--- config.mk ---
export PLATFORM = sky130hd
export DESIGN_NAME = draw_rect_text
export DESIGN_NICKNAME = d
export VERILOG_FILES = /design/src/rtl/draw_rect_text.sv
export SDC_FILE = /design/constraint.sdc
export NUM_CORES = 1
export LEC_CHECK = 0
export CAP_MARGIN = 30
export CORE_MARGIN = 8
export CORE_UTILIZATION = 43
export DETAILED_ROUTE_END_ITERATION = 8
export PLACE_DENSITY = 0.72
export SYNTH_ARGS = -nofsm -noshare
export SYNTH_HDL_FRONTEND = slang
export SYNTH_SLANG_ARGS = --single-unit
--- constraint.sdc ---
create_clock -name clk -period 1.8 [get_ports clk]
set_input_delay 0.54 -clock clk [delete_from_list [all_inputs] [get_ports clk]]
set_output_delay 0.54 -clock clk [all_outputs]
set_load 0.03 [all_outputs]
--- src/rtl/draw_rect_text.sv ---
// Character-cell text overlay: maps each pixel to a text cell, fetches code and glyph
// line through external RAM/ROM, and composites FG/BG with a blinking cursor cell.
module draw_rect_text #(
    parameter int          XPOS         = 850,
    parameter int          YPOS         = 30,
    parameter int          COLS         = 16,
    parameter int          ROWS         = 16,
    parameter int          SCALE        = 1,
    parameter logic [11:0] FG_COLOR     = 12'hfff,
    parameter logic [11:0] BG_COLOR     = 12'h000,
    parameter bit          BG_OPAQUE    = 1'b0,
    parameter int          BLINK_FRAMES = 30
) (
    input  logic        clk,
    input  logic        rst_n,
    input  logic        enable,
    input  logic [15:0] hcount_in,
    input  logic [15:0] vcount_in,
    input  logic        hsync_in,
    input  logic        vsync_in,
    input  logic        hblnk_in,
    input  logic        vblnk_in,
    input  logic [11:0] rgb_in,
    output logic [7:0]  char_col,
    output logic [7:0]  char_row,
    input  logic [6:0]  char_code,
    output logic [10:0] font_addr,
    input  logic [7:0]  font_line,
    input  logic        cursor_en,
    input  logic [7:0]  cursor_col,
    input  logic [7:0]  cursor_row,
    output logic [15:0] hcount_out,
    output logic [15:0] vcount_out,
    output logic        hsync_out,
    output logic        vsync_out,
    output logic        hblnk_out,
    output logic        vblnk_out,
    output logic [11:0] rgb_out,
    output logic        blink_phase
);
    localparam int SH = (SCALE == 4) ? 2 : (SCALE == 2) ? 1 : 0;
    localparam logic [31:0] X_LO = 32'(XPOS);
    localparam logic [31:0] X_HI = 32'(XPOS + COLS * 8 * SCALE);
    localparam logic [31:0] Y_LO = 32'(YPOS);
    localparam logic [31:0] Y_HI = 32'(YPOS + ROWS * 16 * SCALE);
    localparam int FW = (BLINK_FRAMES > 1) ? $clog2(BLINK_FRAMES) : 1;

    typedef enum logic {PHASE_OFF = 1'b0, PHASE_ON = 1'b1} phase_t;

    logic [15:0] rel_x, rel_y;
    logic [7:0]  col, row;
    logic        in_box, pix;
    logic [11:0] fg_c, bg_c;

    logic [7:0]  char_col_q, char_col_d, char_row_q, char_row_d;
    logic [10:0] font_addr_q, font_addr_d;
    logic [11:0] rgb1_q, rgb1_d, rgb2_q, rgb2_d, rgb_out_q, rgb_out_d;
    logic        inbox1_q, inbox1_d, inbox2_q, inbox2_d;
    logic        en1_q, en1_d, en2_q, en2_d;
    logic        cur1_q, cur1_d, cur2_q, cur2_d;
    logic [3:0]  line1_q, line1_d;
    logic [2:0]  bit1_q, bit1_d, bit2_q, bit2_d;
    logic [35:0] tim1_q, tim1_d, tim2_q, tim2_d, tim3_q, tim3_d;
    logic [FW-1:0] frame_cnt_q, frame_cnt_d;
    phase_t      phase_q, phase_d;
    logic        vs_prev_q, vs_prev_d;

    always_comb begin
        rel_x  = hcount_in - 16'(XPOS);
        rel_y  = vcount_in - 16'(YPOS);
        col    = 8'(rel_x >> (3 + SH));
        row    = 8'(rel_y >> (4 + SH));
        in_box = ({16'd0, hcount_in} >= X_LO) && ({16'd0, hcount_in} < X_HI) &&
                 ({16'd0, vcount_in} >= Y_LO) && ({16'd0, vcount_in} < Y_HI);

        // Stage 1: cell address, sampled enable and cursor match
        char_col_d = in_box ? col : char_col_q;
        char_row_d = in_box ? row : char_row_q;
        inbox1_d   = in_box;
        en1_d      = enable;
        cur1_d     = in_box && cursor_en && (col == cursor_col) && (row == cursor_row);
        line1_d    = rel_y[SH+3:SH];
        bit1_d     = ~rel_x[SH+2:SH];
        rgb1_d     = rgb_in;
        tim1_d     = {hcount_in, vcount_in, hsync_in, vsync_in, hblnk_in, vblnk_in};

        // Stage 2: glyph address from the text-buffer code
        font_addr_d = {char_code, line1_q};
        inbox2_d    = inbox1_q;
        en2_d       = en1_q;
        cur2_d      = cur1_q;
        bit2_d      = bit1_q;
        rgb2_d      = rgb1_q;
        tim2_d      = tim1_q;

        // Stage 3: composite; the cursor cell swaps foreground and background
        pix  = font_line[bit2_q];
        fg_c = FG_COLOR;
        bg_c = BG_OPAQUE ? BG_COLOR : rgb2_q;
        if (cur2_q && (phase_q == PHASE_ON)) begin
            fg_c = BG_OPAQUE ? BG_COLOR : rgb2_q;
            bg_c = FG_COLOR;
        end
        rgb_out_d = (inbox2_q && en2_q) ? (pix ? fg_c : bg_c) : rgb2_q;
        tim3_d    = tim2_q;

        vs_prev_d   = vsync_in;
        frame_cnt_d = frame_cnt_q;
        phase_d     = phase_q;
        if (vsync_in && !vs_prev_q) begin
            if (frame_cnt_q == FW'(BLINK_FRAMES - 1)) begin
                frame_cnt_d = '0;
                phase_d     = (phase_q == PHASE_ON) ? PHASE_OFF : PHASE_ON;
            end else begin
                frame_cnt_d = frame_cnt_q + FW'(1);
            end
        end
    end

    always_ff @(posedge clk or negedge rst_n) begin
        if (!rst_n) begin
            char_col_q  <= '0;
            char_row_q  <= '0;
            font_addr_q <= '0;
            rgb1_q      <= '0;
            rgb2_q      <= '0;
            rgb_out_q   <= '0;
            inbox1_q    <= 1'b0;
            inbox2_q    <= 1'b0;
            en1_q       <= 1'b0;
            en2_q       <= 1'b0;
            cur1_q      <= 1'b0;
            cur2_q      <= 1'b0;
            line1_q     <= '0;
            bit1_q      <= '0;
            bit2_q      <= '0;
            tim1_q      <= '0;
            tim2_q      <= '0;
            tim3_q      <= '0;
            frame_cnt_q <= '0;
            phase_q     <= PHASE_ON;
            vs_prev_q   <= 1'b0;
        end else begin
            char_col_q  <= char_col_d;
            char_row_q  <= char_row_d;
            font_addr_q <= font_addr_d;
            rgb1_q      <= rgb1_d;
            rgb2_q      <= rgb2_d;
            rgb_out_q   <= rgb_out_d;
            inbox1_q    <= inbox1_d;
            inbox2_q    <= inbox2_d;
            en1_q       <= en1_d;
            en2_q       <= en2_d;
            cur1_q      <= cur1_d;
            cur2_q      <= cur2_d;
            line1_q     <= line1_d;
            bit1_q      <= bit1_d;
            bit2_q      <= bit2_d;
            tim1_q      <= tim1_d;
            tim2_q      <= tim2_d;
            tim3_q      <= tim3_d;
            frame_cnt_q <= frame_cnt_d;
            phase_q     <= phase_d;
            vs_prev_q   <= vs_prev_d;
        end
    end

    assign char_col    = char_col_q;
    assign char_row    = char_row_q;
    assign font_addr   = font_addr_q;
    assign rgb_out     = rgb_out_q;
    assign blink_phase = (phase_q == PHASE_ON);
    assign {hcount_out, vcount_out, hsync_out, vsync_out, hblnk_out, vblnk_out} = tim3_q;
endmodule

Yosys cells after proc, flatten, opt, wreduce, memory -nomap -nowiden
Index checks and enable logic that the tools add are counted.

word-level totals
  bits in registers = 194
  bits of input ports = 83
  word-level logic and storage cells = 52

cells by class
  add/subtract/negate cells = 3
  $lt $le $gt $ge = 5
  eq/ne operators = 3
  muxes and demuxes = 8
  bitwise operators = 1
  reductions and logical operators = 11

operators by type and width
  kind                                                                     number
  12-bit two-way mux                                                       4
  8-bit == test                                                            2
  16-bit by 10-bit >= comparator with 1-bit output, second input constant  1
  16-bit by 5-bit >= comparator with 1-bit output, second input constant   1
  16-bit by 10-bit < comparator with 1-bit output, second input constant   1
  16-bit by 9-bit < comparator with 1-bit output, second input constant    1
  12-bit by 5-bit subtractor with 12-bit output, second input constant     1
  11-bit by 10-bit subtractor with 11-bit output, second input constant    1
  1-bit logical AND                                                        9
  5-bit by 1-bit adder with 5-bit output, second input constant            1
  5-bit == test, second input constant                                     1
  5-bit two-way mux                                                        1
  3-bit by 4-bit < comparator with 1-bit output, second input constant     1
  1-bit binary-select mux with 3-bit select                                1
  3-bit NOT                                                                1
  1-bit two-way mux                                                        2
  2-bit AND reduction                                                      1
  1-bit logical NOT                                                        1

Depth between registers and ports, before layout
  word-level depth = 7
  gate-level depth with buffers = 8
  mapped depth without buffers = 8

Worst setup path after synthesis
No wires, ideal clock.

  path type = input port to flip-flop
  start = input port vcount_in[2]
  end = register char_col_q[2] (netlist: char_col[2])
  setup time = 0.125 ns
  data arrival time = 2.195 ns
  data required time = 1.675 ns
  path slack = -0.519 ns
  stages on the path = 6
  path buffers = 1
  cell sequence = and4_1 or4_1 xnor2_1 nor4_4 buf_2 mux2_2

on the way
  cells in the longest elaborated chain, start to end = 3

RTL lines
  item                                             line  text
  from (decl)                                      18    input logic [15:0] vcount_in,
  16-bit by 5-bit >= comparator with 1-bit output  74    ({16'd0, vcount_in} >= Y_LO) && ({16'd0, vcount_in} < Y_HI);
  1-bit logical AND                                73    in_box = ({16'd0, hcount_in} >= X_LO) && ({16'd0, hcount_in} < X_HI) &&
  1-bit logical AND (*)                            74
  to (signal assigned)                             144   char_col_q <= char_col_d;
  to (decl)                                        55    logic [7:0] char_col_q, char_col_d, char_row_q, char_row_d;

Mark *: on every way between the ends. The rest lies on a longest branch, timed or not.
A chain may end at the register's enable or synchronous reset.

Worst setup path in the final report
  start = input port vcount_in[9]
  end = register cur1_q

on the way
  cells in the longest elaborated chain, start to end = 6

RTL lines
  item                                             line  text
  16-bit by 5-bit >= comparator with 1-bit output  74
  1-bit logical AND                                73
  1-bit logical AND                                74
  1-bit logical AND (2 in a row)                   81    cur1_d = in_box && cursor_en && (col == cursor_col) && (row == cursor_row);
  1-bit logical AND (*)                            81
  named net cur1_d                                 60    logic cur1_q, cur1_d, cur2_q, cur2_d;
  to (signal assigned)                             154   cur1_q <= cur1_d;
  to (decl)                                        60

Mark *: on every way through the listed nets, which the timed path passes. The rest lies on a longest branch.

==> impl_results.html <==
<table>
<tr><th>Metric</th><th>Value</th></tr>
<tr><th colspan="2">Run status</th></tr>
<tr><td>Status</td><td>finished with violations</td></tr>
<tr><td>Failing checks</td><td>negative setup slack</td></tr>
<tr><th colspan="2">Clocking</th></tr>
<tr><td>Clock-pin slew on the worst setup and hold paths</td><td>70 ps</td></tr>
<tr><td>CTS tree</td><td>built</td></tr>
<tr><td>Number of clock sinks seen by CTS</td><td>~190</td></tr>
<tr><td>Total number of H-tree levels</td><td>4</td></tr>
<tr><td>Longest Clk Path Bufs</td><td>2</td></tr>
<tr><td>Total clock buffers created by CTS</td><td>17</td></tr>
<tr><td>Source-to-sink clock delay at the later pin of the worst-skew pair</td><td>roughly 420 ps</td></tr>
<tr><td>CTS root buffer</td><td>sky130_fd_sc_hd__clkbuf_16</td></tr>
<tr><th colspan="2">Critical path</th></tr>
<tr><td>Sort of element at the start of the critical path</td><td>input pin</td></tr>
<tr><td>Startpoint of the worst register-to-register path</td><td>bit2_q[0]</td></tr>
<tr><td>Arrival @ worst endpoint</td><td>around 2400 ps</td></tr>
<tr><td>Count of cell instances traversed by the critical path</td><td>7</td></tr>
<tr><td>Crit path max-delay cell type</td><td>sky130_fd_sc_hd__clkdlybuf4s50_1</td></tr>
<tr><td>Data required time of the worst path</td><td>around 2100 ps</td></tr>
<tr><td>Launching instance or port of the critical path</td><td>vcount_in[9]</td></tr>
<tr><td>Endpoint of the most critical setup path</td><td>cur1_q</td></tr>
<tr><td>Crit Path Max Fanout</td><td>4</td></tr>
<tr><td>Ordered cell list for the critical path</td><td>clkdlybuf4s50_1 &gt; nor2_2 &gt; nand4_1 &gt; nor4_4 &gt; buf_6 &gt; o2111ai_4 &gt; nor4_2</td></tr>
<tr><td>Number of cell instances on the worst register-to-register path</td><td>6</td></tr>
<tr><td>Worst-case register-to-register setup slack</td><td>-70 ps</td></tr>
<tr><td>Cell family with the largest share of critical-path delay</td><td>simple AND/OR/NAND/NOR gates</td></tr>
<tr><td>Delay of the slowest cell on the worst path</td><td>~480 ps</td></tr>
<tr><td>Nature of the critical path endpoint</td><td>register</td></tr>
<tr><td>Reg-to-reg endpoint</td><td>rgb_out[2]</td></tr>
<tr><td>Crit Path Category</td><td>in -&gt; reg</td></tr>
<tr><td>Count of buffering cells on the critical path with inverters included</td><td>2</td></tr>
<tr><th colspan="2">Placement</th></tr>
<tr><td>Routability cong.</td><td>around 0.87</td></tr>
<tr><td>Placed Cells</td><td>about 750</td></tr>
<tr><td>Half-perimeter wire length after detailed placement</td><td>10.3 mm</td></tr>
<tr><td>Count of input and output buffers</td><td>between 150 and 200</td></tr>
<tr><td>Worst-case setup slack after placement</td><td>-992 ps</td></tr>
<tr><th colspan="2">STA</th></tr>
<tr><td>Slack of the critical path</td><td>-234 ps</td></tr>
<tr><td>Count of endpoints failing setup in the final report</td><td>29</td></tr>
<tr><td>Count of endpoints failing hold in the final timing report</td><td>0</td></tr>
<tr><td>Remaining max-slew budget at the tightest pin</td><td>between 70% and 80%</td></tr>
<tr><td>Setup repair after global routing missed its margin</td><td>true</td></tr>
<tr><td>Tightest Pin Transition</td><td>~430 ps</td></tr>
<tr><td>Period minus WS final</td><td>around 2000 ps</td></tr>
<tr><td>Clk_skew</td><td>roughly 7 ps</td></tr>
<tr><td>Crit share post-route</td><td>113%</td></tr>
<tr><td>Max-slew violation count</td><td>0</td></tr>
<tr><td>Final setup TNS</td><td>-2790 ps</td></tr>
<tr><td>Highest attainable clock frequency</td><td>~0.5 GHz</td></tr>
<tr><td>Worst hold margin</td><td>between 20 and 30 ps</td></tr>
<tr><th colspan="2">Drt</th></tr>
<tr><td>DRC violation count after routing</td><td>0</td></tr>
<tr><td>Number of vias per cell after detailed routing</td><td>4.65</td></tr>
<tr><td>Wire length after detailed routing</td><td>roughly 14 mm</td></tr>
<tr><td>First-pass DRT Iterations</td><td>4</td></tr>
<tr><td>Remaining number of nets flagged by the antenna check after routing</td><td>0</td></tr>
<tr><td>Total vias in the final route</td><td>around 3,700</td></tr>
<tr><td>Drt initial violations</td><td>around 160</td></tr>
<tr><td>Detailed-route wire length per cell</td><td>about 18 um</td></tr>
<tr><th colspan="2">Finish</th></tr>
<tr><td>Fraction of final layout cells with drive strength greater than 1</td><td>between 20% and 30%</td></tr>
<tr><td>Growth of design area from synthesis to finish</td><td>50.7%</td></tr>
<tr><td>Post-layout instance count excluding filler cells</td><td>slightly below 800</td></tr>
<tr><td>Number of inserted diodes</td><td>0</td></tr>
<tr><td>Final #Nets</td><td>685</td></tr>
<tr><td>Final-layout fill cell count</td><td>roughly 960</td></tr>
<tr><td>Most common cell after layout, fill and taps aside</td><td>sky130_fd_sc_hd__dfrtp_1</td></tr>
<tr><td>Highest-count cells in the layout ignoring fill and taps</td><td>188 x sky130_fd_sc_hd__dfrtp_1, 82 x sky130_fd_sc_hd__dlygate4sd2_1, 53 x sky130_fd_sc_hd__clkdlybuf4s50_1, 52 x sky130_fd_sc_hd__buf_4, 19 x sky130_fd_sc_hd__xnor2_1</td></tr>
<tr><th colspan="2">Synth</th></tr>
<tr><td>Share of Yosys cell area claimed by the top area cell type</td><td>around 80%</td></tr>
<tr><td>Instance count of the mapped netlist</td><td>~370</td></tr>
<tr><td>Mean post-synth cell area</td><td>about 16 um2</td></tr>
<tr><td>Cell taking the most area after synthesis</td><td>sky130_fd_sc_hd__dfrtp_1</td></tr>
<tr><td>Count of warnings emitted by yosys</td><td>0</td></tr>
<tr><td>Most used flip-flop cell after synthesis</td><td>sky130_fd_sc_hd__dfrtp_1</td></tr>
<tr><td>Area contributors post-synth</td><td>sky130_fd_sc_hd__dfrtp_1 79%, sky130_fd_sc_hd__xnor2_1 3.2%, sky130_fd_sc_hd__xor2_1 1.6%</td></tr>
<tr><td>FF+latch count, synth</td><td>between 150 and 200</td></tr>
<tr><td>Post-Synthesis Net Count</td><td>around 460</td></tr>
<tr><td>Number of synthesized flops with an enable pin</td><td>0</td></tr>
<tr><td>Number of distinct library cells after synthesis</td><td>47</td></tr>
<tr><td>FFs w/ async S/R, synth</td><td>between 90% and 100%</td></tr>
<tr><td>Sequential fraction of the synthesis area</td><td>about 80%</td></tr>
<tr><td>Mapped Area</td><td>roughly 6000 um2</td></tr>
<tr><th colspan="2">Global routing</th></tr>
<tr><td>Antenna violations before repair</td><td>0</td></tr>
<tr><td>Via count of the first global-routing pass</td><td>approximately 4,100</td></tr>
<tr><td>Total congestion overflow</td><td>0</td></tr>
<tr><td>First-pass GRT wire length</td><td>22.3 mm</td></tr>
<tr><td>GRT Util Overall</td><td>roughly 16%</td></tr>
<tr><td>Largest net degree at the start of global routing</td><td>52</td></tr>
<tr><th colspan="2">Pwr</th></tr>
<tr><td>Total power divided by cell area</td><td>~1000 nW/um2</td></tr>
<tr><td>Worst IR Drop VDD</td><td>about 0.00058 V</td></tr>
<tr><td>Leakage power total</td><td>between 4 and 5 nW</td></tr>
<tr><th colspan="2">Min path</th></tr>
<tr><td>Worst min-delay path class</td><td>in -&gt; async</td></tr>
<tr><th colspan="2">Floorplan</th></tr>
<tr><td>Die Footprint</td><td>18,000 um2</td></tr>
<tr><td>Row count</td><td>43</td></tr>
<tr><td>Die Span Y</td><td>roughly 130 um</td></tr>
<tr><td>Core area</td><td>about 14,000 um2</td></tr>
<tr><td>Total I/O pin count</td><td>between 150 and 200</td></tr>
<tr><td>Horizontal die dimension</td><td>134 um</td></tr>
<tr><td>Starting utilization of the core area</td><td>43.7%</td></tr>
<tr><th colspan="2">Job</th></tr>
<tr><td>Max-cap violation count</td><td>0</td></tr>
</table>
## repair_timing
action | CTS | global route
hold buffers | 0 | 0
pin swaps | 15 | 17
buffers inserted | 3 | 1
cloned | 1 | 0
gates resized for setup | 155 | 42
endpoints found under the setup margin | 105 | 31
## cells in the mapped netlist, types with 3 or more instances
cell type	number
sky130_fd_sc_hd__xor2_1	11
sky130_fd_sc_hd__o31ai_1	3
sky130_fd_sc_hd__nand2_1	17
sky130_fd_sc_hd__and3_1	4
sky130_fd_sc_hd__nand3_1	5
sky130_fd_sc_hd__nor2_1	10
sky130_fd_sc_hd__o21a_1	3
sky130_fd_sc_hd__nor2b_1	4
sky130_fd_sc_hd__nor3_1	6
sky130_fd_sc_hd__clkbuf_1	3
sky130_fd_sc_hd__o2111ai_1	3
sky130_fd_sc_hd__o21ai_0	9
sky130_fd_sc_hd__mux2_2	6
sky130_fd_sc_hd__buf_2	3
sky130_fd_sc_hd__dfrtp_1	188
sky130_fd_sc_hd__ha_1	4
sky130_fd_sc_hd__a21oi_1	9
sky130_fd_sc_hd__xnor2_1	22
sky130_fd_sc_hd__inv_1	9
sky130_fd_sc_hd__or2_2	12
## registers in the layout, summed over array words and instances (netlist names), 8 cells and up
name	count
tim1_q	36
tim2_q	36
tim3_q	36
rgb1_q	12
rgb2_q	12
rgb_out	12
font_addr	10
char_col	8
char_row	8
## report_power, final
group	total (mW)	switching, mW	internal (mW)	leakage [nW]
clock network	3.81	1.59	2.22	0.301
registers	4.61	0.111	4.50	2.25
logic	1.06	0.574	0.483	1.66
total	9.48	2.28	7.20	4.21
## final cells by class
type	count	area, um2	area share [%]
clock buffers	18	429	4.75
repair buffers	219	2020	22.4
well taps	180	225	2.49
inverters	9	33.8	0.374
multi-input cells	162	1410	15.6
clock inverters	14	181	2.01
flip-flops and latches	189	4730	52.4
## routing by layer
layer | share of wire, % | up-vias | track usage [%]
met5 | 0 | - | 0
met4 | 2.1 | 0 | 6.61
met3 | 8.3 | 22 | 6.66
met2 | 48 | 128 | 25.9
li1 | - | 1699 | -
met1 | 41 | 1829 | 19.7
## stage by stage
stage | instance area (um2) | power [mW] | utilization, %
detailed placement | 8280 | 5.78 | 60.4
CTS | 8920 | 9.59 | 65.0
global placement | 8280 | 5.74 | 60.4
floorplan | 6070 | 5.11 | -
global route | 9030 | 9.88 | 65.8
finish | 9030 | 9.48 | 65.8
## logic make-up after synthesis
family	Yosys count	share of synthesized area, %
muxes	9	2.05
xor gates and xnor gates	33	4.82
buffers and inverters	17	1.25
DFF	189	79.0
adders and majority gates	4	0.835
and+or+nand+nor	76	7.41
AOI/OAI and AO/OA	40	4.66
## how the worst min path moves through the flow
stage	startpoint	end	cells after the start
global route	rst_n	rgb_out[11]	1
detailed placement	bit1_q[0]	bit2_q[0]	0
CTS	rst_n	rgb_out[11]	1
global placement	tim2_q[0]	tim3_q[0]	0
finish	rst_n	rgb2_q[11]	1
floorplan	rst_n	bit1_q[0]	0
Note: power is estimated with default switching activity, not from simulation.
